<file path="config.mk">
export PLATFORM = sky130hd
export DESIGN_NAME = id_ex_stage
export DESIGN_NICKNAME = d
export VERILOG_FILES = /design/src/rtl/id_ex_stage.sv
export SDC_FILE = /design/constraint.sdc
export NUM_CORES = 1
export LEC_CHECK = 0
export BUFFER_PORTS_ARGS = -buffer_cell sky130_fd_sc_hd__clkbuf_2
export CORE_AREA = 3 3 119 121
export CTS_CLUSTER_DIAMETER = 60
export DETAILED_ROUTE_END_ITERATION = 6
export DIE_AREA = 0 0 122 124
export GPL_TIMING_DRIVEN = 0
export HOLD_SLACK_MARGIN = 0.06
export PLACE_DENSITY = 0.66
export SLEW_MARGIN = 15
export SYNTH_ARGS = -nofsm -noshare
export SYNTH_HDL_FRONTEND = slang
export SYNTH_SLANG_ARGS = --single-unit
</file>
<file path="constraint.sdc">
create_clock -name clk -period 3.7 [get_ports clk]
set_input_delay 0.555 -clock clk [delete_from_list [all_inputs] [get_ports clk]]
set_output_delay 0.555 -clock clk [all_outputs]
set_load 0.02 [all_outputs]
</file>
<file path="src/rtl/id_ex_stage.sv">
// rtl/id_ex_stage.sv - ID/EX pipeline register with forwarding muxes and hazard stall (option macro: ID_EX_FORWARDING_EN)
module id_ex_stage #(
   parameter int DATA_W = 32,
   parameter int REG_W  = 5
) (
   input  logic              clk,
   input  logic              reset,
   input  logic              id_valid,
   input  logic [DATA_W-1:0] id_rs_data,
   input  logic [DATA_W-1:0] id_rt_data,
   input  logic [DATA_W-1:0] id_imm,
   input  logic [REG_W-1:0]  id_rs,
   input  logic [REG_W-1:0]  id_rt,
   input  logic [REG_W-1:0]  id_rd,
   input  logic              id_uses_rt,
   input  logic [3:0]        id_alu_control,
   input  logic              id_alu_src,
   input  logic              id_reg_dst,
   input  logic              id_reg_write,
   input  logic              id_mem_read,
   input  logic              id_mem_write,
   input  logic              id_mem_to_reg,
   input  logic              flush,
   input  logic              exmem_reg_write,
   input  logic [REG_W-1:0]  exmem_rd,
   input  logic [DATA_W-1:0] exmem_result,
   input  logic              memwb_reg_write,
   input  logic [REG_W-1:0]  memwb_rd,
   input  logic [DATA_W-1:0] memwb_result,
   output logic              stall,
   output logic              ex_valid,
   output logic [DATA_W-1:0] ex_A,
   output logic [DATA_W-1:0] ex_B,
   output logic [DATA_W-1:0] ex_store_data,
   output logic [3:0]        ex_alu_control,
   output logic [REG_W-1:0]  ex_dest,
   output logic              ex_reg_write,
   output logic              ex_mem_read,
   output logic              ex_mem_write,
   output logic              ex_mem_to_reg
);

   // A bubble still carries ADD so the ALU sees a harmless opcode.
   localparam logic [3:0] ALU_ADD = 4'b0010;

   logic [DATA_W-1:0] rs_data_q, rt_data_q, imm_q;
   logic [REG_W-1:0]  rs_q, rt_q;
   logic              alu_src_q;
   logic [DATA_W-1:0] rs_fwd, rt_fwd;
   logic              bubble;

   assign bubble = flush || stall || !id_valid;

   // Stage registers: reset clears, a bubble kills the slot, otherwise capture ID.
   always_ff @(posedge clk) begin
      if (reset) begin
         ex_valid       <= 1'b0;
         rs_data_q      <= '0;
         rt_data_q      <= '0;
         imm_q          <= '0;
         rs_q           <= '0;
         rt_q           <= '0;
         ex_dest        <= '0;
         ex_alu_control <= '0;
         alu_src_q      <= 1'b0;
         ex_reg_write   <= 1'b0;
         ex_mem_read    <= 1'b0;
         ex_mem_write   <= 1'b0;
         ex_mem_to_reg  <= 1'b0;
      end else if (bubble) begin
         ex_valid       <= 1'b0;
         rs_data_q      <= '0;
         rt_data_q      <= '0;
         imm_q          <= '0;
         rs_q           <= '0;
         rt_q           <= '0;
         ex_dest        <= '0;
         ex_alu_control <= ALU_ADD;
         alu_src_q      <= 1'b0;
         ex_reg_write   <= 1'b0;
         ex_mem_read    <= 1'b0;
         ex_mem_write   <= 1'b0;
         ex_mem_to_reg  <= 1'b0;
      end else begin
         ex_valid       <= 1'b1;
         rs_data_q      <= id_rs_data;
         rt_data_q      <= id_rt_data;
         imm_q          <= id_imm;
         rs_q           <= id_rs;
         rt_q           <= id_rt;
         ex_dest        <= id_reg_dst ? id_rd : id_rt;
         ex_alu_control <= id_alu_control;
         alu_src_q      <= id_alu_src;
         ex_reg_write   <= id_reg_write;
         ex_mem_read    <= id_mem_read;
         ex_mem_write   <= id_mem_write;
         ex_mem_to_reg  <= id_mem_to_reg;
      end
   end

`ifdef ID_EX_FORWARDING_EN
   // Operand forwarding: the younger EX/MEM result beats MEM/WB; r0 is never forwarded.
   always_comb begin
      rs_fwd = rs_data_q;
      rt_fwd = rt_data_q;
      if (exmem_reg_write && exmem_rd != '0 && exmem_rd == rs_q)
         rs_fwd = exmem_result;
      else if (memwb_reg_write && memwb_rd != '0 && memwb_rd == rs_q)
         rs_fwd = memwb_result;
      if (exmem_reg_write && exmem_rd != '0 && exmem_rd == rt_q)
         rt_fwd = exmem_result;
      else if (memwb_reg_write && memwb_rd != '0 && memwb_rd == rt_q)
         rt_fwd = memwb_result;
   end

   // Only a load in EX cannot be forwarded in time; hold ID for one bubble. Flush wins.
   always_comb begin
      stall = 1'b0;
      if (id_valid && !flush && ex_valid && ex_mem_read && ex_dest != '0 &&
          (ex_dest == id_rs || (id_uses_rt && ex_dest == id_rt)))
         stall = 1'b1;
   end
`else
   function automatic logic raw_hit(input logic we, input logic [REG_W-1:0] dst,
                                    input logic [REG_W-1:0] rs, input logic [REG_W-1:0] rt,
                                    input logic uses_rt);
      return we && dst != '0 && (dst == rs || (uses_rt && dst == rt));
   endfunction

   // Forwarding results are not consumed in this build.
   logic unused_results;
   assign unused_results = ^{exmem_result, memwb_result};

   // No bypass: operands come straight from the stage registers.
   always_comb begin
      rs_fwd = rs_data_q;
      rt_fwd = rt_data_q;
   end

   // Hold ID until every in-flight writer of its sources has reached the register file.
   always_comb begin
      stall = 1'b0;
      if (id_valid && !flush &&
          (raw_hit(ex_reg_write, ex_dest, id_rs, id_rt, id_uses_rt) ||
           raw_hit(exmem_reg_write, exmem_rd, id_rs, id_rt, id_uses_rt) ||
           raw_hit(memwb_reg_write, memwb_rd, id_rs, id_rt, id_uses_rt)))
         stall = 1'b1;
   end
`endif

   assign ex_A          = rs_fwd;
   assign ex_store_data = rt_fwd;
   assign ex_B          = alu_src_q ? imm_q : rt_fwd;

endmodule
</file>
; Word-level counts from Yosys, hierarchy flattened
; Cells that the tools add are included.
[totals]
word_cells = 47
ff_bits = 111
out_inout_bits = 111
[classes]
n_eq_ne = 6
n_reduce_logical = 24
mux = 5
[op_table]
columns = cell, n
row1 = $mux W32, 1
row2 = $eq A5 B5 Y1, 6
row3 = $reduce_bool A5 Y1, 3
row4 = $logic_and A1 B1 Y1, 11
row5 = $logic_or A1 B1 Y1, 7
row6 = $mux W5, 1
row7 = $logic_not A1 Y1, 2
row8 = $mux W1, 2
row9 = $mux W2, 1
row10 = $reduce_or A2 Y1, 1

; Logic depth before layout (Yosys ltp)
[logic_depth]
ltp_word = 11
ltp_mapped = 7
mapped_depth_nobuf = 5

; Worst setup path before layout
; OpenSTA, ideal clock, no wires.
[synth_timing]
kind = input-to-output
startpoint = input port id_rt[4]
endpoint = output port stall
arrival_time_ns = 1.680
required_time_ns = 3.145
stages = 5
path_buffers = 0
setup_slack_ns = 1.465
cell_sequence = xor2_1 -> nor4_1 -> a32oi_1 -> o22a_1 -> a21oi_1
[synth_via]
elab_chain_cells = 8
[synth_lines]
columns = element, line
row1 = start: declaration, 13  ; input logic [REG_W-1:0] id_rt,
row2 = $eq A5 B5 Y1, 127  ; return we && dst != '0 && (dst == rs || (uses_rt && dst == rt));
row3 = $logic_and A1 B1 Y1, 127
row4 = $logic_or A1 B1 Y1, 127
row5 = $logic_and A1 B1 Y1, 127
row6 = $logic_or A1 B1 Y1, 144  ; (raw_hit(ex_reg_write, ex_dest, id_rs, id_rt, id_uses_rt) ||
row7 = $logic_or A1 B1 Y1 (*), 145  ; raw_hit(exmem_reg_write, exmem_rd, id_rs, id_rt, id_uses_rt) ||
row8 = $logic_and A1 B1 Y1 (*), 143  ; if (id_valid && !flush &&
row9 = $mux W1 (*), 143
row10 = end: declaration, 30  ; output logic stall,
; Mark *: on every way between the ends. The rest lies on a longest branch, timed or not.

; Final worst setup path
[layout_timing]
startpoint = register alu_src_q
endpoint = output port ex_B[26]
[layout_via]
elab_chain_cells = 1
[layout_lines]
columns = element, line
row1 = start: declaration, 48  ; logic alu_src_q;
row2 = start signal: assignment, 93  ; alu_src_q <= id_alu_src;
row3 = $mux W32, 153  ; assign ex_B = alu_src_q ? imm_q : rt_fwd;
row4 = end: declaration, 33  ; output logic [DATA_W-1:0] ex_B,
; Every way passes these cells.

==> flow_summary_export.csv <==
group,metric,value,unit
synth,yosysTopAreaCell,"dfxtp_1",
clock_tree,h-tree-depth,3,
clock_tree,ctsResizeCount,0,
die,die_w,122,um
die,ios,313,
timing,tightest_slew,0.567,ns
routing,num_vias,3758,
synth,synth_top_area_share,47.3,%
clock_tree,post_cts_buffers,0,
clock_tree,ctsHoldBuffers,0,
die,rows,42,
grt,grt_max_degree,17,
routing,avgRoutedWirePerCell,13.7,um
synth,synth.cell_area,0.00469,mm2
placed_design,dp_hpwl,9950,um
timing,fin_skew,0.00489,ns
timing,rsz0062_at_grt,"false",
synth,synth_fp_nets,650,
grt,grt_pass1_vias,3843,
power_and_ir_drop,clockPowerShare,37.9,%
power_and_ir_drop,switching_share,24.0,%
timing,maxClockFrequency,388,MHz
synth,ys_types,29,
setup_path,crit_chain,"clkbuf_1, buf_1, mux2_2, clkbuf_2",
die,core_area,0.0132,mm2
clock_tree,cts_buffer_depth,2,
final_layout,synthToLayoutAreaGrowth,37.4,%
timing,hold_viol_final,0,
grt,grt_use_total,15.8,%
clock_tree,cts_tree,"built",
final_layout,drive_gt1_share,58.3,%
timing,final.setup.tns,0,ns
power_and_ir_drop,combPwrFrac,13.1,%
power_and_ir_drop,ir_worst_vdd,0.000256,V
hold_path,hold_start,"reset",
power_and_ir_drop,intPower,1930,uW
synth,synth-seq-cells,111,
setup_path,critPathArrivalTime,2.02,ns
power_and_ir_drop,leakage,0.00354,uW
setup_path,setup.worst_path.class,"reg -> out",
routing,drt-initial-drc-count,89,
setup_path,critPathMaxStageDelay,0.49,ns
clock_tree,clk_latency,0.34,ns
setup_path,crit_start,"alu_src_q$_SDFF_PP0_",
grt,grt_pass1_wl,18700,um
setup_path,path_buf_inv,3,
synth,ys_warn_count,0,
routing,drc,0,
synth,netlist_instances,448,
timing,fin_crit,2.58,ns
routing,routed_wl,12200,um
setup_path,cp_top_family,"buffers and inverters",
job,maxCapViolCount,0,
power_and_ir_drop,netSwitchingPower,609,uW
synth,seq_area_frac_synth,47.3,%
setup_path,crit_path_end_kind,"primary output",
final_layout,fin_nets,908,
die,start_util,35.6,%
timing,finalSetupViolations,0,
final_layout,fin_cells,886,
timing,slew_violations,0,
clock_tree,clk_pin_slew,0.06,ns
clock_tree,numClockSinks,111,
grt,antenna_found_initial,0,
placed_design,place_congestion,0.810,
power_and_ir_drop,power_density,394,mW/mm2
setup_path,path_max_fanout,10,
placed_design,io_buffers,247,
power_and_ir_drop,seq_power_share,49.0,%
die,die_y,124,um
setup_path,worstReg2RegStart,"ex_dest[2]$_SDFF_PP0_",
routing,vias_per_cell,4.24,
die,design.die.area,0.0151,mm2
setup_path,startpoint_type,"register",
routing,ant_nets,0,
timing,slew_headroom,62.2,%
setup_path,crit_path_top_delay_cell,"buf_1",
final_layout,final_util,48.9,%
routing,drtPass1Iterations,4,
timing,period_share,69.7,%
run_status,status,"finished, final reports clean",
placed_design,numPlacedInstances,871,
clock_tree,cts_root_buffer,"clkbuf_16",
synth,yosys-top-cells-area,"dfxtp_1 (47%), nor3_2 (21%), inv_1 (8.3%), mux2_2 (7.7%), xor2_1 (3.4%)",
grt,globalRouteOverflowTotal,0,
setup_path,worstPathRequired,3.14,ns
final_layout,antenna-diode-count,0,
clock_tree,cts_made_buffers,9,
synth,avgSynthCellArea,10.5,um2
hold_path,worstHoldPathType,"in -> reg",
-- layer usage --
layer | share of wire, % | global-route usage, %
met3 | 8.0 | 4.59
met4 | 2.0 | 6.37
met5 | 0 | 0
met2 | 49 | 27.8
met1 | 41 | 18.1
-- per-stage QoR --
stage | power, uW | instance area, um2 | setup slack, ns | hold WS [ns]
2_1_floorplan | 1460 | 4690 | 1.46 | 0.624
3_3_place_gp | 1600 | 6150 | 1.26 | 0.729
3_5_place_dp | 1610 | 6150 | 1.23 | 0.736
4_1_cts | 2580 | 6450 | 1.07 | 0.369
5_1_grt | 2660 | 6450 | 0.954 | 0.374
6_report | 2540 | 6450 | 1.12 | 0.385
-- worst reg2reg max path, cell delays in order (launching register included) --
cell and delay (ns):
dfxtp_1 0.43, xor2_1 0.10, nor4_1 0.30, a32oi_1 0.17, o22ai_1 0.16, buf_2 0.29
buf_2 0.35, nor3_2 0.09
-- power groups by stage --
stage / logic, uW / registers, uW / clock network (uW)
after floorplan: 161 / 1300 / 0
final: 334 / 1250 / 962
after global placement: 332 / 1270 / 0
after CTS: 339 / 1250 / 996
after global routing: 367 / 1250 / 1050
after detailed placement: 338 / 1270 / 0
-- cell usage in the layout, fill, tap and decap left out, types with 2 or more instances in the layout --
cell       Yosys  routed
nor2_1         4       4
mux2_2        32      32
clkbuf_1       3       4
xor2_1        18      18
clkbuf_16      0       9
mux2i_1        5       5
dfxtp_1      111     111
buf_1          4       4
xnor2_1       12      12
buf_6         10      10
clkbuf_8       0       2
a32oi_1        2       2
clkbuf_2       0     247
buf_2         11      11
o22ai_1        2       2
nor3_2        99      99
or4_1          3       3
nor4_1         2       2
nand2_1        3       3
nor3_1        12      12
inv_1        104     104
-- final timing paths --
check,to,depth (start not counted),slack [ns]
setup / recovery,ex_B[26],4,1.12
hold / removal,ex_alu_control[1]$_SDFF_PP0_,2,0.39
setup reg to reg,ex_store_data[30]$_SDFF_PP0_,7,1.70
hold reg to reg,ex_alu_control[1]$_SDFF_PP0_,3,0.74
-- final cells by class --
class | instances | area, um2
Sequential cell | 111 | 2220
Timing Repair Buffer | 247 | 1240
Fill cell | 1282 | 6740
Multi-Input combinational cell | 204 | 1880
Buffer | 29 | 201
Clock buffer | 12 | 256
Inverter | 104 | 390
Clock inverter | 3 | 42.5
Tap cell | 176 | 220
-- cells by family after synthesis --
logic type	Yosys count	synth area share, %
compound gates	11	1.63
xor+xnor	30	5.60
buf+inv	133	12.6
flops	111	47.3
mux	37	8.74
simple gates	126	24.1
-- synth_stat cells --
library cell,number
o22a_1,1
o21ai_1,1
nand2_1,3
nor3_2,99
nor3_1,12
nand4_1,1
nor2_1,4
xor2_1,18
xnor2_1,12
or4_1,3
dfxtp_1,111
o21a_1,1
buf_1,4
inv_1,104
mux2_2,32
o22ai_1,2
o21ai_0,1
buf_4,1
a32oi_1,2
nand2b_1,1
buf_6,10
a31oi_1,1
nand3_1,1
nor4_1,2
a21oi_1,1
a211o_1,1
mux2i_1,5
buf_2,11
clkbuf_1,3
Power figures use the tool's default switching activity.
